## config.mk

```make
export PLATFORM = sky130hd
export DESIGN_NAME = vga_capture
export DESIGN_NICKNAME = d
export VERILOG_FILES = /design/src/rtl/vga_pkg.sv /design/src/rtl/vga_sync_edge.sv /design/src/rtl/vga_capture.sv
export SDC_FILE = /design/constraint.sdc
export NUM_CORES = 1
export LEC_CHECK = 0
export ABC_CLOCK_PERIOD_IN_PS = 8200
export CORE_MARGIN = 5
export CORE_UTILIZATION = 57
export CTS_CLUSTER_DIAMETER = 200
export DETAILED_ROUTE_END_ITERATION = 16
export GPL_TIMING_DRIVEN = 1
export PLACE_DENSITY_LB_ADDON = 0.3
export SETUP_SLACK_MARGIN = 0.05
export SLEW_MARGIN = 5
export SYNTH_ARGS = -nofsm -noshare
export SYNTH_HDL_FRONTEND = slang
export SYNTH_SLANG_ARGS = --single-unit
```

## constraint.sdc

```tcl
create_clock -name clk -period 8.2 [get_ports clk]
set_clock_uncertainty 0.2 [all_clocks]
set_input_delay 1.64 -clock clk [delete_from_list [all_inputs] [get_ports clk]]
set_output_delay 1.64 -clock clk [all_outputs]
set_load 0.005 [all_outputs]
```

## src/rtl/vga_pkg.sv

```systemverilog
// Shared VGA 640x480@60 timing constants and capture FSM state type.
package vga_pkg;

  localparam int unsigned H_ACTIVE = 640;
  localparam int unsigned H_FP     = 16;
  localparam int unsigned H_SYNC   = 96;
  localparam int unsigned H_BP     = 48;
  localparam int unsigned V_ACTIVE = 480;
  localparam int unsigned V_FP     = 10;
  localparam int unsigned V_SYNC   = 2;
  localparam int unsigned V_BP     = 33;

  localparam int unsigned H_TOTAL     = H_ACTIVE + H_FP + H_SYNC + H_BP;
  localparam int unsigned V_TOTAL     = V_ACTIVE + V_FP + V_SYNC + V_BP;
  localparam int unsigned H_ACT_START = H_SYNC + H_BP;
  localparam int unsigned H_ACT_END   = H_ACT_START + H_ACTIVE - 1;
  localparam int unsigned V_ACT_START = V_SYNC + V_BP;
  localparam int unsigned V_ACT_END   = V_ACT_START + V_ACTIVE - 1;

  localparam int unsigned CNT_W = 10;
  localparam int unsigned PIX_W = 12;
  localparam int unsigned X_W   = 10;
  localparam int unsigned Y_W   = 9;

  typedef enum logic [1:0] {
    UNLOCKED,
    ACQUIRE,
    LOCKED
  } capture_state_t;

endpackage

```

## src/rtl/vga_sync_edge.sv

```systemverilog
// Two-stage sampling of hsync/vsync with registered falling-edge strobes.
module vga_sync_edge (
  input  logic clk,
  input  logic rst,
  input  logic hsync,
  input  logic vsync,
  output logic h_fall,
  output logic v_fall
);

  logic [1:0] s1;
  logic [1:0] s2;

  // Syncs idle high, so reset to 1 to treat a low level at start-up as a fall.
  always_ff @(posedge clk or posedge rst) begin
    if (rst) begin
      s1     <= 2'b11;
      s2     <= 2'b11;
      h_fall <= 1'b0;
      v_fall <= 1'b0;
    end else begin
      s1     <= {hsync, vsync};
      s2     <= s1;
      h_fall <= s2[1] & ~s1[1];
      v_fall <= s2[0] & ~s1[0];
    end
  end

endmodule

```

## src/rtl/vga_capture.sv

```systemverilog
// VGA receive path: recovers x/y from sync timing, locks after one clean
// frame, and emits 4:4:4 pixels with timing-error strobes.
module vga_capture
  import vga_pkg::*;
#(
  parameter int unsigned H_ACT   = vga_pkg::H_ACTIVE,
  parameter int unsigned H_FRONT = vga_pkg::H_FP,
  parameter int unsigned H_PULSE = vga_pkg::H_SYNC,
  parameter int unsigned H_BACK  = vga_pkg::H_BP,
  parameter int unsigned V_ACT   = vga_pkg::V_ACTIVE,
  parameter int unsigned V_FRONT = vga_pkg::V_FP,
  parameter int unsigned V_PULSE = vga_pkg::V_SYNC,
  parameter int unsigned V_BACK  = vga_pkg::V_BP
) (
  input  logic             clk,
  input  logic             rst,
  input  logic             hsync,
  input  logic             vsync,
  input  logic [7:0]       r,
  input  logic [7:0]       g,
  input  logic [7:0]       b,
  output logic [PIX_W-1:0] pixel,
  output logic [X_W-1:0]   pix_x,
  output logic [Y_W-1:0]   pix_y,
  output logic             pix_valid,
  output logic             frame_start,
  output logic             locked,
  output logic             h_err,
  output logic             v_err
);

  localparam logic [CNT_W-1:0] HT      = CNT_W'(H_ACT + H_FRONT + H_PULSE + H_BACK);
  localparam logic [CNT_W-1:0] VT      = CNT_W'(V_ACT + V_FRONT + V_PULSE + V_BACK);
  localparam logic [CNT_W-1:0] HT_LAST = CNT_W'(H_ACT + H_FRONT + H_PULSE + H_BACK - 1);
  localparam logic [CNT_W-1:0] VT_LAST = CNT_W'(V_ACT + V_FRONT + V_PULSE + V_BACK - 1);
  localparam logic [CNT_W-1:0] H_LO    = CNT_W'(H_PULSE + H_BACK);
  localparam logic [CNT_W-1:0] H_HI    = CNT_W'(H_PULSE + H_BACK + H_ACT - 1);
  localparam logic [CNT_W-1:0] V_LO    = CNT_W'(V_PULSE + V_BACK);
  localparam logic [CNT_W-1:0] V_HI    = CNT_W'(V_PULSE + V_BACK + V_ACT - 1);

  logic             h_fall;
  logic             v_fall;
  logic [PIX_W-1:0] rgb_s1;
  logic [PIX_W-1:0] rgb_s2;
  logic [CNT_W-1:0] h_cnt;
  logic [CNT_W-1:0] v_cnt;
  logic [CNT_W-1:0] h_cnt_nxt;
  logic [CNT_W-1:0] v_cnt_nxt;
  logic             h_bad;
  logic             v_bad;
  logic             checking;
  logic             in_win;
  logic             valid_nxt;
  logic             unused_lsbs;
  capture_state_t   state;
  capture_state_t   state_nxt;

  assign unused_lsbs = ^{r[3:0], g[3:0], b[3:0]};

  vga_sync_edge u_sync_edge (
    .clk    (clk),
    .rst    (rst),
    .hsync  (hsync),
    .vsync  (vsync),
    .h_fall (h_fall),
    .v_fall (v_fall)
  );

  // Next counter values belong to the sample now leaving the colour pipeline.
  always_comb begin
    h_cnt_nxt = (h_cnt == HT) ? HT : h_cnt + CNT_W'(1);
    v_cnt_nxt = v_cnt;
    if (h_fall) begin
      h_cnt_nxt = '0;
      v_cnt_nxt = v_fall ? '0 : ((v_cnt == VT) ? VT : v_cnt + CNT_W'(1));
    end

    h_bad = h_fall ? (h_cnt != HT_LAST) : (h_cnt == HT_LAST);
    v_bad = (v_fall && (!h_fall || v_cnt != VT_LAST)) ||
            (h_fall && !v_fall && v_cnt == VT_LAST);
    checking = (state != UNLOCKED);

    state_nxt = state;
    case (state)
      UNLOCKED: if (h_fall && v_fall) state_nxt = ACQUIRE;
      ACQUIRE:  if (h_bad || v_bad) state_nxt = UNLOCKED;
                else if (v_fall)    state_nxt = LOCKED;
      LOCKED:   if (h_bad || v_bad) state_nxt = UNLOCKED;
      default:  state_nxt = UNLOCKED;
    endcase

    in_win = (h_cnt_nxt >= H_LO) && (h_cnt_nxt <= H_HI) &&
             (v_cnt_nxt >= V_LO) && (v_cnt_nxt <= V_HI);
    valid_nxt = (state_nxt == LOCKED) && in_win;
  end

  always_ff @(posedge clk or posedge rst) begin
    if (rst) begin
      state       <= UNLOCKED;
      h_cnt       <= HT;
      v_cnt       <= VT;
      rgb_s1      <= '0;
      rgb_s2      <= '0;
      pixel       <= '0;
      pix_x       <= '0;
      pix_y       <= '0;
      pix_valid   <= 1'b0;
      frame_start <= 1'b0;
      locked      <= 1'b0;
      h_err       <= 1'b0;
      v_err       <= 1'b0;
    end else begin
      state       <= state_nxt;
      h_cnt       <= h_cnt_nxt;
      v_cnt       <= v_cnt_nxt;
      rgb_s1      <= {r[7:4], g[7:4], b[7:4]};
      rgb_s2      <= rgb_s1;
      locked      <= (state_nxt == LOCKED);
      h_err       <= checking & h_bad;
      v_err       <= checking & v_bad;
      pix_valid   <= valid_nxt;
      frame_start <= valid_nxt && (h_cnt_nxt == H_LO) && (v_cnt_nxt == V_LO);
      // Pixel and coordinates hold their last values outside the window.
      if (valid_nxt) begin
        pixel <= rgb_s2;
        pix_x <= X_W'(h_cnt_nxt - H_LO);
        pix_y <= Y_W'(v_cnt_nxt - V_LO);
      end
    end
  end

endmodule
```

After elaboration in Yosys (flattened, before gate mapping)

Index checks and enable logic that the tools add are counted.

Reductions and logical operators: 17
$lt $le $gt $ge: 4
Shift-type cells: 0
Eq/ne operators: 11
Add/subtract/negate cells: 4
Multiply operators: 0
Bitwise gates (word level): 6
Divide/modulo/power cells: 0
Multiplexer cells: 11

Operator list:

| kind                  | count |
|---|---|
| $mux 10               | 5 |
| $eq 10x10->1 const B  | 4 |
| $add 10x1->10 const B | 2 |
| $le 10x10->1 const B  | 2 |
| $ne 10x10->1 const B  | 2 |
| $eq 10x6->1 const B   | 1 |
| $eq 10x8->1 const B   | 1 |
| $ge 10x6->1 const B   | 1 |
| $ge 10x8->1 const B   | 1 |
| $logic_and 1x1->1     | 10 |
| $sub 10x8->10 const B | 1 |
| $sub 9x6->9 const B   | 1 |
| $mux 2                | 4 |
| $pmux 2 s3            | 1 |
| $and 1x1->1           | 4 |
| $eq 2x2->1 const B    | 2 |
| $logic_or 1x1->1      | 3 |
| $eq 2x1->1 const B    | 1 |
| $logic_not 1->1       | 2 |
| $logic_not 2->1       | 1 |
| $not 1->1             | 2 |
| $reduce_bool 2->1     | 1 |
| $mux 1                | 1 |

Memory bits (read-only): 0
Memories kept: 0
Register bits after elaboration: 88
Bits in writable memories: 0
Output and inout port bits: 36
Latch bits: 0
Word-level logic and storage cells: 70

Longest topological paths before layout

Gate-level depths: netlist of run 1.

Word-level depth: 11
Mapped depth: 14
Gate-level depth less buffers: 13

Modules after synthesis

Synthesis of run 1 repeated with hierarchy kept, for this count alone.

Cells, all modules: 336
Area total of the unflattened synthesis: 4105.2 sq um

Modules (own cells, without submodules):

| module        | times used | cells an instance | seq. area each (sq um) | area an instance (sq um) |
|---|---|---|---|---|
| vga_capture   | 1          | 327               | 2060.7                 | 3918.8 |
| vga_sync_edge | 1          | 9                 | 155.1                  | 186.4 |

Worst setup path before layout of run 1

Ideal clock, no wire load.

Kind: register to register
From: reg v_cnt[9]
To: reg pix_x[2]
Cell stages (with the launch flop): 13
Path buffers: 1
Slack: 5.159 ns
Arrival: 2.716 ns
Setup time: 0.125 ns
Cell sequence: dfstp_2 nor4b_1 a31oi_2 a22oi_1 inv_1 ha_1 inv_1 a32o_1 a21oi_1 o21ai_4 inv_6 buf_12 mux2_4

Elaborated cells between the ends (all ways): 21

RTL lines:

| element                   | line               | source |
|---|---|---|
| start, declared           | vga_capture.sv:46  | `logic [CNT_W-1:0] v_cnt;` |
| start signal, assigned    | vga_capture.sv:115 | `v_cnt <= v_cnt_nxt;` |
| $eq 10x10->1 (*)          | vga_capture.sv:75  | `v_cnt_nxt = v_fall ? '0 : ((v_cnt == VT) ? VT : v_cnt + CNT_W'(1));` |
| $mux 10 (*) (2 in series) | vga_capture.sv:75  |  |
| $mux 10 (*)               | vga_capture.sv:73  | `if (h_fall) begin` |
| via v_cnt_nxt[1]          | vga_capture.sv:48  | `logic [CNT_W-1:0] v_cnt_nxt;` |
| $ge 10x6->1               | vga_capture.sv:93  | `(v_cnt_nxt >= V_LO) && (v_cnt_nxt <= V_HI);` |
| $logic_and 1x1->1         | vga_capture.sv:92  | `in_win = (h_cnt_nxt >= H_LO) && (h_cnt_nxt <= H_HI) &&` |
| $logic_and 1x1->1 (*)     | vga_capture.sv:93  |  |
| $logic_and 1x1->1 (*)     | vga_capture.sv:94  | `valid_nxt = (state_nxt == LOCKED) && in_win;` |
| end signal, assigned      | vga_capture.sv:126 | `pix_x <= X_W'(h_cnt_nxt - H_LO);` |
| end, declared             | vga_capture.sv:23  | `output logic [X_W-1:0] pix_x,` |

Mark *: on every way through the listed nets, which the timed path passes. The rest lies on a longest branch.
A chain may end at the register's enable or synchronous reset.

Final worst setup path of run 1

From: reg u_sync_edge.h_fall
To: reg pix_x[4]

Elaborated cells between the ends (all ways): 25

RTL lines:

| element                | line                | source |
|---|---|---|
| start, declared        | vga_sync_edge.sv:7  | `output logic h_fall,` |
| start signal, assigned | vga_sync_edge.sv:24 | `h_fall <= s2[1] & ~s1[1];` |
| $mux 10 (*)            | vga_capture.sv:73   |  |
| via v_cnt_nxt[1]       | vga_capture.sv:48   |  |
| $ge 10x6->1            | vga_capture.sv:93   |  |
| $logic_and 1x1->1      | vga_capture.sv:92   |  |
| $logic_and 1x1->1 (*)  | vga_capture.sv:93   |  |
| $logic_and 1x1->1 (*)  | vga_capture.sv:94   |  |

Marked as above.

==> results.sh, run 1 <==
export IMPL_status="finished clean"
export IMPL_p_leak_nw=2.09
export IMPL_crit_arrival_ns=3.73
export IMPL_count_of_distinct_cell_types_in_the_synthesized_netlist=67
export IMPL_seq_area_frac_synth_pct=54.7
export IMPL_maxCapViolCount=0
export IMPL_h_tree_depth=3
export IMPL_synth_enable_flop_cells=0
export IMPL_layout_drive_gt1_share_pct=22.8
export IMPL_layout_commonest_cell="sky130_fd_sc_hd__dfrtp_1"
export IMPL_detailedPlacementHpwl_um=5280
export IMPL_final_hold_violation_count=0
export IMPL_worst_slew_pin_transition_ns=1.03
export IMPL_die_width_um=94.3
export IMPL_antennaDiodeCount=0
export IMPL_cts_resized_gates=0
export IMPL_first_global_vias=2650
export IMPL_finalInstanceArea_sq_um=4790
export IMPL_critical_path_max_fanout=30
export IMPL_drv_slew=0
export IMPL_vias=2572
export IMPL_timing_critical_path_from_type="flip-flop"
export IMPL_max_clock_freq_mhz=270
export IMPL_yosys_area_top_type="sky130_fd_sc_hd__dfrtp_1"
export IMPL_portBuffers=51
export IMPL_gp_routability_congestion=0.878
export IMPL_timing_critical_path_mode_cell="sky130_fd_sc_hd__inv_1"
export IMPL_die_height_um=94.3
export IMPL_clk_pin_slew_ns=0.09
export IMPL_drt_pass1_iter_count=4
export IMPL_overflow=0
export IMPL_mappedNetlistNets=345
export IMPL_clock_root_buffer="sky130_fd_sc_hd__clkbuf_8"
export IMPL_iter_0_drt_violations=169
export IMPL_syn_area_sq_um=4050
export IMPL_num_rows=30
export IMPL_route_detailed_wl_per_inst_um=16.5
export IMPL_synthToLayoutAreaGrowth_pct=18.2
export IMPL_grt_antenna_before_repair=0
export IMPL_synthesis_yosys_warnings=0
export IMPL_detailed_route_vias_per_instance=5.53
export IMPL_grt_pass1_wl_um=13000
export IMPL_cts_made_buffers=9
export IMPL_floorplan_initialDensity_pct=59.0
export IMPL_worst_case_headroom_to_the_max_slew_limit_pct=31.4
export IMPL_clkLatencyLatePin_ns=0.35
export IMPL_core_region_area_sq_um=6870
export IMPL_ys_top_cells_by_area="sky130_fd_sc_hd__dfrtp_1, sky130_fd_sc_hd__mux2_4, sky130_fd_sc_hd__dfstp_2, sky130_fd_sc_hd__ha_1, sky130_fd_sc_hd__inv_1"
export IMPL_critical_path_top_delay_family="compound AO/OA/AOI/OAI gates"
export IMPL_cts_tree="done"
export IMPL_syn_area_per_cell_sq_um=13.2
export IMPL_floorplan_io_pins=64
export IMPL_dominantRegCellSynth="sky130_fd_sc_hd__dfrtp_1"
export IMPL_report_final_setup_viol=0
export IMPL_grt_start_max_net_pins=89
export IMPL_vdd_drop_max_uv=144
export IMPL_cts_post_setup_buffers_inserted=0
export IMPL_finalCritPeriodShare_pct=45.1
export IMPL_synthArstFlopShare_pct=100
export IMPL_clock_sink_count=88
export IMPL_totalWireLength_um=7650
export IMPL_hold_path_class="flip-flop to flip-flop"
export IMPL_cts_hold_repair_buffers=0
export IMPL_gr_usage_all_layers_pct=18.9
export IMPL_grt_setup_unrepaired="no"
export IMPL_pwr_density_cell_nw_per_um2=187
export IMPL_largest_incremental_delay_on_the_critical_path_ns=0.73
export IMPL_final_setup_tns_ns=0
export IMPL_finalNetCount=401
export IMPL_ant_nets=0
export IMPL_total_die_area_sq_um=8900
export IMPL_totalPowerFinal_w=0.000898
export IMPL_timing_worst_setup_path_type="flip-flop to flip-flop"
export IMPL_critical_path_endpoint_type="flip-flop"
export IMPL_ys_ff_latch=88
export IMPL_final_period_minus_worst_setup_slack_ns=3.70
export IMPL_slowest_stage="sky130_fd_sc_hd__dfrtp_1"
export IMPL_dpl_cell_area_sq_um=4590
export IMPL_drt_drc_violations_left=0
export IMPL_worstPathBufferInverterCount=3
export IMPL_most_frequent_cells_in_the_layout="sky130_fd_sc_hd__dfrtp_1, sky130_fd_sc_hd__clkdlybuf4s50_1, sky130_fd_sc_hd__mux2_4, sky130_fd_sc_hd__inv_1, sky130_fd_sc_hd__nor2_1"
export IMPL_netlist_area_leader_share_pct=47.5
export IMPL_crit_chain="or2b_2, a31oi_2, a22oi_1, inv_1, ha_1, inv_1, a32o_1, a21oi_1, o21ai_4, inv_6, mux2_4"
export IMPL_cp_data_required_time_ns=8.23
export IMPL_synthesized_instance_count=308
export IMPL_ctsLongestPathBuffers=2
[cell usage after synthesis, types with 2 or more instances]
master and instances:
sky130_fd_sc_hd__dfstp_2 11, sky130_fd_sc_hd__or3_1 3, sky130_fd_sc_hd__o211ai_1 4, sky130_fd_sc_hd__nor2_1 13, sky130_fd_sc_hd__nand3_1 10, sky130_fd_sc_hd__ha_1 9, sky130_fd_sc_hd__a22oi_1 2, sky130_fd_sc_hd__o21ai_0 7
sky130_fd_sc_hd__o311ai_1 2, sky130_fd_sc_hd__a21o_1 3, sky130_fd_sc_hd__mux2_4 29, sky130_fd_sc_hd__a31oi_1 2, sky130_fd_sc_hd__nor3_1 2, sky130_fd_sc_hd__a21oi_2 2, sky130_fd_sc_hd__nor2b_1 4, sky130_fd_sc_hd__nand4_1 5
sky130_fd_sc_hd__dfrtp_1 77, sky130_fd_sc_hd__o31ai_1 2, sky130_fd_sc_hd__xnor2_1 9, sky130_fd_sc_hd__clkbuf_8 2, sky130_fd_sc_hd__nand2_1 12, sky130_fd_sc_hd__a21oi_1 8, sky130_fd_sc_hd__nor3b_1 2, sky130_fd_sc_hd__nor4b_1 3
sky130_fd_sc_hd__and3_1 3, sky130_fd_sc_hd__inv_1 23, sky130_fd_sc_hd__nor4_1 3, sky130_fd_sc_hd__a41oi_1 2, sky130_fd_sc_hd__o21a_1 2, sky130_fd_sc_hd__xor2_1 8, sky130_fd_sc_hd__buf_12 3, sky130_fd_sc_hd__or4_1 2
sky130_fd_sc_hd__and2_1 2, sky130_fd_sc_hd__mux2i_1 4
[power breakdown]
part | switching (W) | internal [W]
Combinational | 0.0000645 | 0.0000445
Sequential | 0.0000298 | 0.000458
Clock | 0.000158 | 0.000144
Total | 0.000252 | 0.000646
[per-stage QoR]
stage	worst slack, ns	std cells	utilization (%)	hold WS (ns)
2_1_floorplan	4.10	308	-	0.131
3_3_place_gp	4.63	449	66.8	0.131
3_5_place_dp	4.56	449	66.8	0.135
4_1_cts	4.53	465	69.8	0.156
5_1_grt	4.35	465	69.8	0.168
6_report	4.50	465	69.8	0.154
[registers in the layout, indices dropped and copies added, names as in the netlist]
name / count
state: 2
pix_x: 10
v_err: 1
pix_y: 9
locked: 1
rgb_s2: 12
u_sync_edge.v_fall: 1
h_cnt: 10
u_sync_edge.h_fall: 1
pix_valid: 1
frame_start: 1
rgb_s1: 12
h_err: 1
u_sync_edge.s2: 2
pixel: 12
v_cnt: 10
u_sync_edge.s1: 2
[layout make-up]
cell class / instances / area (sq um)
Tap cell: 96 / 120
Clock buffer: 9 / 124
Timing Repair Buffer: 52 / 518
Clock inverter: 7 / 78.8
Inverter: 25 / 100
Sequential cell: 88 / 2220
Multi-Input combinational cell: 188 / 1640
Fill cell: 468 / 2080
[kinds of logic (layout without fill, tap and decap cells)]
family	Yosys count	in the layout	share of synthesized area [%]
fa+ha+maj	9	9	2.78
flops	88	88	54.7
simple gates	79	79	12.4
buf+inv	32	93	4.97
compound gates	50	50	9.81
mux	33	33	11.7
xor+xnor	17	17	3.67
[path summary, 6_finish.rpt]
kind	startpoint	end	slack, ns	cells past startpoint
max in group asynchronous	rst	u_sync_edge.h_fall$_DFF_PP0_	5.41	3
hold / removal	rgb_s1[9]$_DFF_PP0_	rgb_s2[9]$_DFF_PP0_	0.15	0
setup / recovery	u_sync_edge.h_fall$_DFF_PP0_	pix_x[4]$_DFFE_PP0P_	4.50	11
min in group asynchronous	rst	h_cnt[3]$_DFF_PP0_	1.75	3
hold reg to reg	rgb_s1[9]$_DFF_PP0_	rgb_s2[9]$_DFF_PP0_	0.15	0
setup reg to reg	u_sync_edge.h_fall$_DFF_PP0_	pix_x[4]$_DFFE_PP0P_	4.50	11
[routing by layer]
layer | global-route usage (%) | vias to the layer above | wire length (um)
met1 | 26.2 | 1270 | 3460
met5 | 0 | - | 0
met2 | 28.2 | 85 | 3660
met4 | 8.18 | 0 | 105
li1 | - | 1207 | -
met3 | 4.94 | 10 | 425
Note: power is estimated with default switching activity, not from simulation.
==> run 2, diff against run 1 <==
--- a/config.mk
+++ b/config.mk
@@ -5,9 +5,9 @@
 export SDC_FILE = /design/constraint.sdc
 export NUM_CORES = 1
 export LEC_CHECK = 0
-export ABC_CLOCK_PERIOD_IN_PS = 8200
+export ABC_CLOCK_PERIOD_IN_PS = 3130
 export CORE_MARGIN = 5
-export CORE_UTILIZATION = 57
+export CORE_UTILIZATION = 48
 export CTS_CLUSTER_DIAMETER = 200
 export DETAILED_ROUTE_END_ITERATION = 16
 export GPL_TIMING_DRIVEN = 1
==> constraint.sdc (replaced) <==
create_clock -name clk -period 3.13 [get_ports clk]
set_clock_uncertainty 0.2 [all_clocks]
set_input_delay 0.626 -clock clk [delete_from_list [all_inputs] [get_ports clk]]
set_output_delay 0.626 -clock clk [all_outputs]
set_load 0.005 [all_outputs]
==> run 2 against run 1 <==
  * Power rose to 2.7 times the previous value
  * Flip-flop and latch count did not move
  * Non-clock buffer count rose by 35
  * Combinational power rose to 3.6 times the previous value
  * Register-to-register slack got worse by 4.4 ns
  * Highest routed layer unchanged
  * Count of clock-buffer cells in the layout rose by 3
  * Sequential share of layout area fell by 3.7 points
  * Die area rose by 17%
  * Largest power group unchanged
  * Worst setup slack got worse by 4.4 ns
==> results.sh, run 2 (same netlist as run 1, synthesis figures left out) <==
export IMPL_biggestRegsByFlops="pixel: 12 flops, rgb_s1: 12 flops, rgb_s2: 12 flops"
export IMPL_largest_incremental_delay_on_the_critical_path_ns=0.55
export IMPL_detailedPlacementHpwl_um=5770
export IMPL_fin_util_pct=63.4
export IMPL_crit_arrival_ns=3.15
export IMPL_critical_path_max_fanout=5
export IMPL_drv_slew=0
export IMPL_hold_path_class="flip-flop to flip-flop"
export IMPL_critical_path_cell_count=11
export IMPL_capture_point_of_the_worst_path="frame_start$_DFF_PP0_"
export IMPL_totalWireLength_um=8200
export IMPL_cts_hold_repair_buffers=0
export IMPL_route_detailed_wl_per_inst_um=16.0
export IMPL_grt_pass1_wl_um=13600
export IMPL_clkLatencyLatePin_ns=0.34
export IMPL_clock_root_buffer="sky130_fd_sc_hd__clkbuf_8"
export IMPL_cp_data_required_time_ns=3.22
export IMPL_worst_case_headroom_to_the_max_slew_limit_pct=60.4
export IMPL_final_hold_violation_count=0
export IMPL_maxCapViolCount=0
export IMPL_slowest_stage="sky130_fd_sc_hd__or4b_4"
export IMPL_timing_critical_path_from_type="flip-flop"
export IMPL_final_instance_count_excl_fill=512
export IMPL_fillerInstances=585
export IMPL_place_inst=487
export IMPL_core_region_area_sq_um=8220
export IMPL_synthToLayoutAreaGrowth_pct=28.5
export IMPL_setup_worst_path_start="v_cnt[5]$_DFF_PP0_"
export IMPL_critical_path_endpoint_type="flip-flop"
export IMPL_ctsLongestPathBuffers=2
export IMPL_antennaDiodeCount=0
export IMPL_rr_endpoint="frame_start$_DFF_PP0_"
export IMPL_timing_critical_path_mode_cell="sky130_fd_sc_hd__buf_4"
export IMPL_vias=2706
export IMPL_cts_tree="done"
export IMPL_floorplan_io_pins=64
export IMPL_report_final_setup_viol=0
export IMPL_cts_made_buffers=9
export IMPL_layout_commonest_cell="sky130_fd_sc_hd__dfrtp_1"
export IMPL_die_height_um=102
export IMPL_final_setup_tns_ns=0
export IMPL_detailed_route_vias_per_instance=5.29
export IMPL_total_die_area_sq_um=10400
export IMPL_finalCritPeriodShare_pct=97.8
export IMPL_grt_setup_unrepaired="yes"
export IMPL_p_leak_nw=2.31
export IMPL_worstPathBufferInverterCount=4
export IMPL_h_tree_depth=3
export IMPL_status="finished clean"
export IMPL_timing_worst_setup_path_type="flip-flop to flip-flop"
export IMPL_vdd_drop_max_uv=336
export IMPL_critical_path_top_delay_family="simple AND/OR/NAND/NOR gates"
export IMPL_gr_usage_all_layers_pct=16.7
export IMPL_final_period_minus_worst_setup_slack_ns=3.06
export IMPL_pwr_density_cell_nw_per_um2=472
export IMPL_drt_pass1_iter_count=4
export IMPL_gp_routability_congestion=0.843
export IMPL_die_width_um=102
export IMPL_portBuffers=51
export IMPL_worst_slew_pin_transition_ns=0.593
export IMPL_overflow=0
export IMPL_hold_ws_ns=0.153
export IMPL_clock_sink_count=88
export IMPL_r2r_slack_ns=0.07
export IMPL_max_clock_freq_mhz=327
export IMPL_clk_pin_slew_ns=0.08
export IMPL_drt_drc_violations_left=0
export IMPL_most_frequent_cells_in_the_layout="sky130_fd_sc_hd__dfrtp_1, sky130_fd_sc_hd__clkdlybuf4s50_1, sky130_fd_sc_hd__buf_4, sky130_fd_sc_hd__mux2_4, sky130_fd_sc_hd__inv_1"
export IMPL_ant_nets=0
export IMPL_iter_0_drt_violations=126
export IMPL_grt_antenna_before_repair=0
export IMPL_finalNetCount=439
export IMPL_final_seq_area_sq_um=2220
export IMPL_critical_path_reg2reg_startpoint="v_cnt[5]$_DFF_PP0_"
export IMPL_floorplan_initialDensity_pct=49.3
export IMPL_worstRegToRegCells=11
export IMPL_first_global_vias=2812
export IMPL_num_rows=33
export IMPL_crit_chain="buf_4, or4b_4, o31ai_4, a221oi_2, or2_4, nor4_4, o21ai_4, buf_12, buf_4, nor4_2, buf_4"
export IMPL_area_of_combinational_cells_with_multiple_inputs_sq_um=1720
export IMPL_layout_drive_gt1_share_pct=32.9
export IMPL_grt_start_max_net_pins=38
-- run 2: changes by cell type in the layout (fill, tap and decap cells not counted), moves of 2 or more --
cell,previous run,this run
sky130_fd_sc_hd__a21oi_2,2,4
sky130_fd_sc_hd__nor4b_2,0,2
sky130_fd_sc_hd__buf_12,0,2
sky130_fd_sc_hd__nor4b_1,3,1
sky130_fd_sc_hd__clkbuf_8,9,11
sky130_fd_sc_hd__a21oi_1,8,6
sky130_fd_sc_hd__buf_4,1,34
-- run 2: where the power goes --
part / internal (W) / leakage, nW / switching (W)
logic: 0.000178 / 1.09 / 0.000212
clock network: 0.000415 / 0.103 / 0.000394
registers: 0.00120 / 1.12 / 0.0000606
total: 0.00179 / 2.31 / 0.000667
-- run 2: worst min-delay path by stage --
| stage | startpoint | endpoint | slack, ns | cells after the start |
|---|---|---|---|---|
| floorplan | rgb_s1[0]$_DFF_PP0_ | rgb_s2[0]$_DFF_PP0_ | 0.13 | 0 |
| global placement | rgb_s1[10]$_DFF_PP0_ | rgb_s2[10]$_DFF_PP0_ | 0.13 | 0 |
| detailed placement | rgb_s1[0]$_DFF_PP0_ | rgb_s2[0]$_DFF_PP0_ | 0.14 | 0 |
| CTS | rgb_s1[2]$_DFF_PP0_ | rgb_s2[2]$_DFF_PP0_ | 0.15 | 0 |
| global route | rgb_s1[2]$_DFF_PP0_ | rgb_s2[2]$_DFF_PP0_ | 0.16 | 0 |
| finish | rgb_s1[2]$_DFF_PP0_ | rgb_s2[2]$_DFF_PP0_ | 0.15 | 0 |
-- run 2: routing by layer --
layer  global-route usage (%)  up-vias  wire (um)
li1                         -     1288          -
met5                        0        -          0
met1                     22.0     1349       3630
met3                     4.78       14        360
met2                     27.2       55       4080
met4                     4.94        0        130
-- run 2: area by class of cell --
type,count,area share [%]
clock buffers,12,2.98
clock inverters,4,0.984
inverters,25,2.02
multi-input cells,188,33.0
flip-flops and latches,88,42.5
well taps,105,2.52
repair buffers,87,15.5
repair inverters,3,0.504
-- run 2: timing repair --
action,in CTS,in global routing
endpoints found under the setup margin,29,32
gates cloned,1,2
pin swaps,2,5
gates resized for setup,6,16
setup buffers,2,4
-- run 2: through the flow --
stage,setup slack [ns],instance area [sq um],total power [W]
2_1_floorplan,0.0890,4060,0.00150
3_5_place_dp,-0.0371,4830,0.00164
6_report,0.0693,5210,0.00246
4_1_cts,0.0443,5090,0.00245
3_3_place_gp,-0.00708,4830,0.00162
5_1_grt,-0.0215,5210,0.00259
